--- src/rtl/vip_window_ctrl_5x5.sv ---
// Frame/line/pixel bookkeeping for the 5x5 window path: tracks raw-stream position and emits
// window-valid, centre coordinates and frame status aligned to the generator's 4-cycle latency.
module vip_window_ctrl_5x5 #(
    parameter int IMG_W = 640,
    parameter int IMG_H = 480,
    parameter int CW    = 12
) (
    input  logic          clk,
    input  logic          rst_n,
    input  logic          per_frame_vsync,
    input  logic          per_frame_href,
    input  logic          per_frame_clken,
    input  logic          clr_err,
    output logic          win_valid,
    output logic [CW-1:0] win_cx,
    output logic [CW-1:0] win_cy,
    output logic          frame_done,
    output logic          err_width,
    output logic          err_height,
    output logic [1:0]    state
);

    typedef enum logic [1:0] {
        S_IDLE   = 2'd0,
        S_PRIME  = 2'd1,
        S_ACTIVE = 2'd2,
        S_DONE   = 2'd3
    } state_t;

    typedef struct packed {
        logic          valid;
        logic          fd;
        logic [CW-1:0] cx;
        logic [CW-1:0] cy;
    } win_t;

    localparam int            LAT     = 4;
    localparam logic [CW-1:0] CNT_MAX = '1;
    localparam logic [CW-1:0] W_EXP   = CW'(IMG_W);
    localparam logic [CW-1:0] H_EXP   = CW'(IMG_H);
    localparam logic [CW-1:0] H_LAST  = CW'(IMG_H - 1);
    localparam logic [CW-1:0] ROW_3   = CW'(3);
    localparam logic [CW-1:0] EDGE    = CW'(4);
    localparam logic [CW-1:0] HALF    = CW'(2);

    state_t        st;
    logic          vsync_d;
    logic          href_d;
    logic          vs_rise;
    logic          h_rise;
    logic          h_fall;
    logic          pix;
    logic [CW-1:0] col;
    logic [CW-1:0] row;
    logic [CW-1:0] x;
    logic [CW-1:0] y;
    win_t          s0;
    win_t          pipe [LAT];

    // x/y are the coordinates of the pixel accepted this cycle, with the edge-triggered
    // clears applied early so the first pixel of a line/frame sees 0.
    always_comb begin
        // NOTE: every always_comb output gets a default first so no latch can be inferred.
        s0      = '0;
        vs_rise = per_frame_vsync & ~vsync_d;
        h_rise  = per_frame_href & ~href_d;
        h_fall  = ~per_frame_href & href_d;
        pix     = per_frame_href & per_frame_clken;
        x       = h_rise ? '0 : col;
        y       = vs_rise ? '0 : row;
        s0.valid = pix && (x >= EDGE) && (y >= EDGE) && (st == S_PRIME || st == S_ACTIVE);
        if (s0.valid) begin
            s0.cx = x - HALF;
            s0.cy = y - HALF;
        end
        s0.fd = h_fall && (st == S_ACTIVE) && (row == H_LAST);
    end

    // NOTE: sequential state uses non-blocking assignments only, so every flop samples pre-edge values.
    always_ff @(posedge clk or negedge rst_n) begin
        if (!rst_n) begin
            vsync_d <= 1'b0;
            href_d  <= 1'b0;
            col     <= '0;
            row     <= '0;
        end else begin
            vsync_d <= per_frame_vsync;
            href_d  <= per_frame_href;
            if (pix)
                col <= (x == CNT_MAX) ? x : x + 1'b1;
            else if (h_rise)
                col <= '0;
            if (vs_rise)
                row <= '0;
            else if (h_fall && row != CNT_MAX)
                row <= row + 1'b1;
        end
    end

    always_ff @(posedge clk or negedge rst_n) begin
        if (!rst_n) begin
            st <= S_IDLE;
        end else if (vs_rise) begin
            st <= S_PRIME;
        end else if (h_fall) begin
            case (st)
                S_PRIME:  if (row == ROW_3)  st <= S_ACTIVE;
                S_ACTIVE: if (row == H_LAST) st <= S_DONE;
                default:  st <= st;
            endcase
        end
    end

    // Set takes priority over clear so a same-cycle error is never lost.
    always_ff @(posedge clk or negedge rst_n) begin
        if (!rst_n) begin
            err_width  <= 1'b0;
            err_height <= 1'b0;
        end else begin
            if (h_fall && col != W_EXP)
                err_width <= 1'b1;
            else if (clr_err)
                err_width <= 1'b0;
            if (vs_rise && st != S_IDLE && row != H_EXP)
                err_height <= 1'b1;
            else if (clr_err)
                err_height <= 1'b0;
        end
    end

    // NOTE: the alignment pipeline is reset, unlike a data RAM, so a reset flushes windows in flight.
    always_ff @(posedge clk or negedge rst_n) begin
        if (!rst_n) begin
            for (int i = 0; i < LAT; i++)
                pipe[i] <= '0;
        end else begin
            pipe[0] <= s0;
            for (int i = 1; i < LAT; i++)
                pipe[i] <= pipe[i-1];
        end
    end

    assign win_valid  = pipe[LAT-1].valid;
    assign win_cx     = pipe[LAT-1].cx;
    assign win_cy     = pipe[LAT-1].cy;
    assign frame_done = pipe[LAT-1].fd;
    assign state      = st;

endmodule

--- config.mk ---
export PLATFORM = sky130hd
export DESIGN_NAME = vip_window_ctrl_5x5
export DESIGN_NICKNAME = d
export VERILOG_FILES = /design/src/rtl/vip_window_ctrl_5x5.sv
export SDC_FILE = /design/constraint.sdc
export NUM_CORES = 1
export LEC_CHECK = 0
export BUFFER_PORTS_ARGS = -buffer_cell sky130_fd_sc_hd__buf_2
export CORE_ASPECT_RATIO = 1.1
export CORE_MARGIN = 2
export CORE_UTILIZATION = 58
export CTS_BUF_LIST = sky130_fd_sc_hd__clkbuf_16
export DETAILED_ROUTE_END_ITERATION = 7
export PLACE_DENSITY = 0.77
export SYNTH_ARGS = -nofsm -noshare
export SYNTH_HDL_FRONTEND = slang
export SYNTH_SLANG_ARGS = --single-unit
--- constraint.sdc ---
create_clock -name clk -period 3.77 [get_ports clk]
set_clock_uncertainty 0.05 [all_clocks]
set_input_delay 0.5655 -clock clk [delete_from_list [all_inputs] [get_ports clk]]
set_output_delay 0.5655 -clock clk [all_outputs]
set_load 0.01 [all_outputs]
Word level (Yosys, flattened, before mapping)
Index checks and enable logic that the tools add are counted.

Multiply operators: 0. Magnitude comparators: 2. Multiplexer cells: 15. Bitwise operators: 7. Reductions and logical operators: 17. Divide/modulo/power cells: 0. Shift-type cells: 0. Add/subtract/negate cells: 4. Equality and inequality tests: 10.

Operators with widths (number): $mux W12 (6); $add A12 B1 Y12 const B (2); $ge A12 B3 Y1 const B (2); $mux W24 (1); $sub A12 B2 Y12 const B (2); $eq A12 B12 Y1 const B (1); $eq A12 B2 Y1 const B (1); $eq A12 B9 Y1 const B (1); $ne A12 B10 Y1 const B (1); $ne A12 B12 Y1 const B (1); $ne A12 B9 Y1 const B (1); $reduce_bool A2 Y1 (5); $logic_and A1 B1 Y1 (9); $mux W2 (4); $ne A3 B2 Y1 const B (2); $and A1 B1 Y1 (4); $pmux W2 S2 (1); $reduce_and A4 Y1 (1); $mux W1 (3); $not A1 Y1 (3); $reduce_bool A3 Y1 (1); $eq A2 B1 Y1 const B (1); $eq A2 B2 Y1 const B (1); $logic_or A1 B1 Y1 (1).

Latch bits: 0. Logic and storage cells: 78. Memories: 0. Bits of input ports: 6. Output and inout port bits: 30. Bits in read-only memories: 0. Flip-flop bits (word level): 134. Bits in writable memories: 0.

Depth between registers and ports, before layout
Word-level depth: 8. Gate-level depth with buffers: 10. Depth with buffers taken out: 8.

Least setup slack after synthesis
No wires, ideal clock.

Path type: input to register. From: in per_frame_href. To: reg col[9]. Path buffers: 2. Stages on the path: 10. Path slack: 1.387 ns. Required time: 3.642 ns. Arrival time: 2.255 ns. Setup time: 0.078 ns. Cell sequence: nand2b_1 > clkbuf_1 > clkbuf_1 > nand2_1 > inv_1 > ha_1 > nand4_1 > or2_1 > or3_1 > a21oi_1.

Cells in the longest elaborated chain, start to end: 5. Elaborated cells on any way between the ends: 7. Classes of those cells: 1 x add/sub; 1 x eq/ne; 3 x mux; 2 x bitwise.

RTL lines: start: declaration (RTL line 11) `input logic per_frame_href,`; $and A1 B1 Y1 (RTL line 66) `h_rise = per_frame_href & ~href_d;`; $mux W12; $add A12 B1 Y12 / $eq A12 B12 Y1 (equally long branches) (RTL line 90) `col <= (x == CNT_MAX) ? x : x + 1'b1;`; $mux W12 (RTL line 90); $mux W12 * (RTL line 89) `if (pix)`; end signal: assignment (RTL line 90); end: declaration (RTL line 53) `logic [CW-1:0] col;`.

Every way passes the cells marked *; elsewhere a longest branch is shown, timed or not. A chain may end at the register's enable or synchronous reset.

Final worst setup path
From: reg href_d. To: reg col[1].

Cells in the longest elaborated chain, start to end: 6. Elaborated cells on any way between the ends: 7. Classes of those cells: 1 x add/sub; 1 x eq/ne; 3 x mux; 2 x bitwise.

RTL lines: start: declaration (RTL line 48) `logic href_d;`; start signal: assignment (RTL line 88) `href_d <= per_frame_href;`; $not A1 Y1 * (RTL line 66); $and A1 B1 Y1 * (RTL line 66); $mux W12 *; $add A12 B1 Y12 / $eq A12 B12 Y1 (equally long branches) (RTL line 90); $mux W12 (RTL line 90); $mux W12 * (RTL line 89).

Marks and branches as above.

==> flow_summary.ini <==
[drt]
viasPerCell = 5.76
detailed_route_wire_length_per_cell_um = 16.3
antenna_violating_nets_post_route = 0
detail_route.iter0.violations = 241
vias = 3239
route.final.wire_length_mm = 9.16
firstDrtPassIters = 5
post-route-drc-count = 0

[placement]
place.detailed.hpwl_mm = 5.54
port-buffer-count = 35
gp_congestion = 0.891

[die]
core.rowCount = 36
fp.dieW_um = 94.6
design.die.area_um2 = 9800
coreArea_um2 = 8830
top_level_ports = 36
floorplan.initialDensity = 0.593
die_height_um = 104

[clock_tree]
number_of_buffers_created_by_cts = 17
clock_tree.htree_level_count = 4
cts-resized-gates = 0
postCtsSetupRepairBufs = 0
cts_buffer_depth = 2
clk-insertion-delay-late_ns = 0.41
tritoncts = yes
cts.reportedPaths.clkPinSlew_ns = 0.06
hold_bufs_inserted_after_cts = 0
clock-root-buffer = clkbuf_16
clkSinkCount = 134

[cells_and_area]
postLayoutCoreUtil = 0.660
fin_nets = 453
layout.area.seq_um2 = 3350
multi_input_gate_area_in_the_final_layout_um2 = 1500
antenna-diode-count = 0
layout.cells.most_common_list = dfrtp_1, buf_2, nor2_1
flow.area_growth_from_synthesis_pct = 11.4
layout.cells.most_common = dfrtp_1
final_layout_size_suffix_gt1_frac = 0.161
layout.filler_cells = 649

[timing]
finalCriticalPeriod_ns = 2.73
setup-tns-final_ns = 0
setup_violations = 0
finalCritPeriodShare = 0.723
report.final.hold_viol_count = 0
unrepaired_setup_endpoints_after_global_routing = false
timing.final.max_slew_violations = 0
max_slew.worst_pin.slew_ns = 1.13
timing.fmax_mhz = 367
timing.max_slew.rel_slack = 0.248

[yosys]
post_synth_inst_count = 431
yosys_register_bits = 134
post_synthesis_async_set_or_reset_flop_share = 1.00
cell_variety_after_synth = 63
largest_family_of_logic_cells_by_synthesized_area = simple AND/OR/NAND/NOR gates
synth_xor_area_frac = 0.0285
ys_warns = 0
synth-compound-area-share = 0.0785
post_synth_instance_area_um2 = 5230
synth-edff-count = 0
post_synth_and_or_nand_nor_area_fraction = 0.147
muxShareOfSynthArea = 0.00981
yosys.area_share.adder = 0.0239
synth.yosys.seq_area_share = 0.641
postSynth.topFlopCell = dfrtp_1
syn-num-nets = 447
synth_area_per_cell_um2 = 12.1

[critical_path]
worst_r2r_endpoint = col[1]
worst_r2r_path_depth = 8
timing.critical_path.fanout_max = 16
timing.critical_path.required_ns = 4.00
endpoint_kind = register
start_kind = register
setup.worst_path.class = register to register
r2r-start = href_d
regToRegSetupSlack_ns = 1.04
crit_arrival_ns = 2.95

[grt]
grt_pass1_vias = 3184
wire_length_of_the_first_global_routing_pass_mm = 15.4
antenna_violations_before_repair = 0
maximum_number_of_pins_on_one_net_before_global_route_repair = 81
grt.total_usage = 0.208
globalRouteOverflowTotal = 0

[power]
cellPowerDensity_nw_per_um2 = 564
ir_worst_vdd_mv = 0.331
power.leakage_nw = 2.97

[run]
max_cap_viol_count = 0

[min_path]
class_of_the_tightest_hold_or_removal_check = input port to async pin

[status]
status = completed
flip-flops by register name (all words and copies together) (netlist names), 2 cells and up:
signal and flops:
pipe 78, win_cx 12, row 12, col 12, state 2, win_cy 12
final cells by class:
class / count / share of cell area
Clock inverter: 13 / 0.0243
Sequential cell: 134 / 0.575
Timing Repair Buffer: 37 / 0.0352
Clock buffer: 17 / 0.0730
Multi-Input combinational cell: 232 / 0.258
Tap cell: 114 / 0.0245
Inverter: 15 / 0.00966
power by group:
part / switching, W / internal [W]
Sequential: 0.0000252 / 0.00146
Clock: 0.000552 / 0.00102
Combinational: 0.000149 / 0.0000832
Total: 0.000726 / 0.00256
per-layer routing:
layer  global-route usage  part of all wire  vias up
met5                    0                 0        -
met4               0.0983             0.019        0
met3               0.0611             0.057       20
met2                0.317              0.50      123
met1                0.273              0.42     1606
li1                     -                 -     1490
how the worst max path moves through the flow:
stage / start / end / cells past startpoint
final: href_d / col[1] / 8
after CTS: href_d / col[1] / 8
after floorplan: per_frame_href / col[9] / 10
after global placement: per_frame_href / col[1] / 9
after detailed placement: per_frame_href / col[1] / 9
after global routing: href_d / col[1] / 8
stage by stage:
stage | area (µm²) | power [W] | setup slack, ns | hold slack, ns | instances
floorplan | 5230 | 0.00166 | 1.39 | 0.220 | 431
global placement | 5260 | 0.00172 | 1.08 | 0.282 | 532
detailed placement | 5260 | 0.00173 | 0.900 | 0.285 | 532
CTS | 5830 | 0.00332 | 1.09 | 0.174 | 562
global route | 5830 | 0.00342 | 0.792 | 0.212 | 562
finish | 5830 | 0.00328 | 1.04 | 0.157 | 562
synthesized netlist by cell type (2+ instances only):
| cell type | n | area share |
|---|---|---|
| dfrtp_1 | 134 | 0.64 |
| and4_1 | 2 | 0.0033 |
| buf_4 | 26 | 0.037 |
| clkbuf_1 | 11 | 0.0079 |
| ha_1 | 10 | 0.024 |
| clkbuf_2 | 2 | 0.0019 |
| nor4_2 | 2 | 0.0048 |
| o21ai_1 | 2 | 0.0019 |
| nor4b_1 | 2 | 0.0033 |
| buf_6 | 3 | 0.0065 |
| nand3_1 | 12 | 0.011 |
| o211ai_1 | 2 | 0.0029 |
| nand4_1 | 11 | 0.013 |
| o31ai_1 | 4 | 0.0057 |
| a21oi_1 | 22 | 0.021 |
| buf_2 | 7 | 0.0067 |
| xor2_1 | 8 | 0.013 |
| or3_1 | 3 | 0.0036 |
| xnor2_1 | 9 | 0.015 |
| mux2i_1 | 4 | 0.0077 |
| a211oi_1 | 2 | 0.0029 |
| nor3b_1 | 2 | 0.0029 |
| a31oi_1 | 3 | 0.0036 |
| nand4b_1 | 3 | 0.0050 |
| or4b_1 | 2 | 0.0038 |
| and3_1 | 2 | 0.0024 |
| nand2_1 | 25 | 0.018 |
| o22ai_1 | 2 | 0.0024 |
| a21o_1 | 2 | 0.0029 |
| inv_1 | 15 | 0.011 |
| nor3_1 | 14 | 0.013 |
| or4_1 | 3 | 0.0043 |
| nand2b_1 | 4 | 0.0048 |
| o21ai_0 | 10 | 0.0096 |
| nor2b_1 | 4 | 0.0048 |
| nor4_1 | 7 | 0.0084 |
| o41ai_1 | 2 | 0.0033 |
| nor2_1 | 27 | 0.019 |
| and2_1 | 2 | 0.0024 |
cells by family after synthesis:
group | after synthesis
multiplexers | 5
flip-flops | 134
adder cells (fa/ha/maj) | 10
AND/OR/NAND/NOR | 136
XOR/XNOR | 17
buffers and inverters | 65
AO/OA/AOI/OAI | 64
critical path: stages (launching register included):
cell and delay, ns:
dfrtp_1 0.47, nand2b_1 0.54, nand2_1 0.22, inv_1 0.16, ha_1 0.21, nand4_1 0.16
nor3_1 0.34, nor2_1 0.13, mux2_1 0.33
Note: power is estimated with default switching activity, not from simulation.
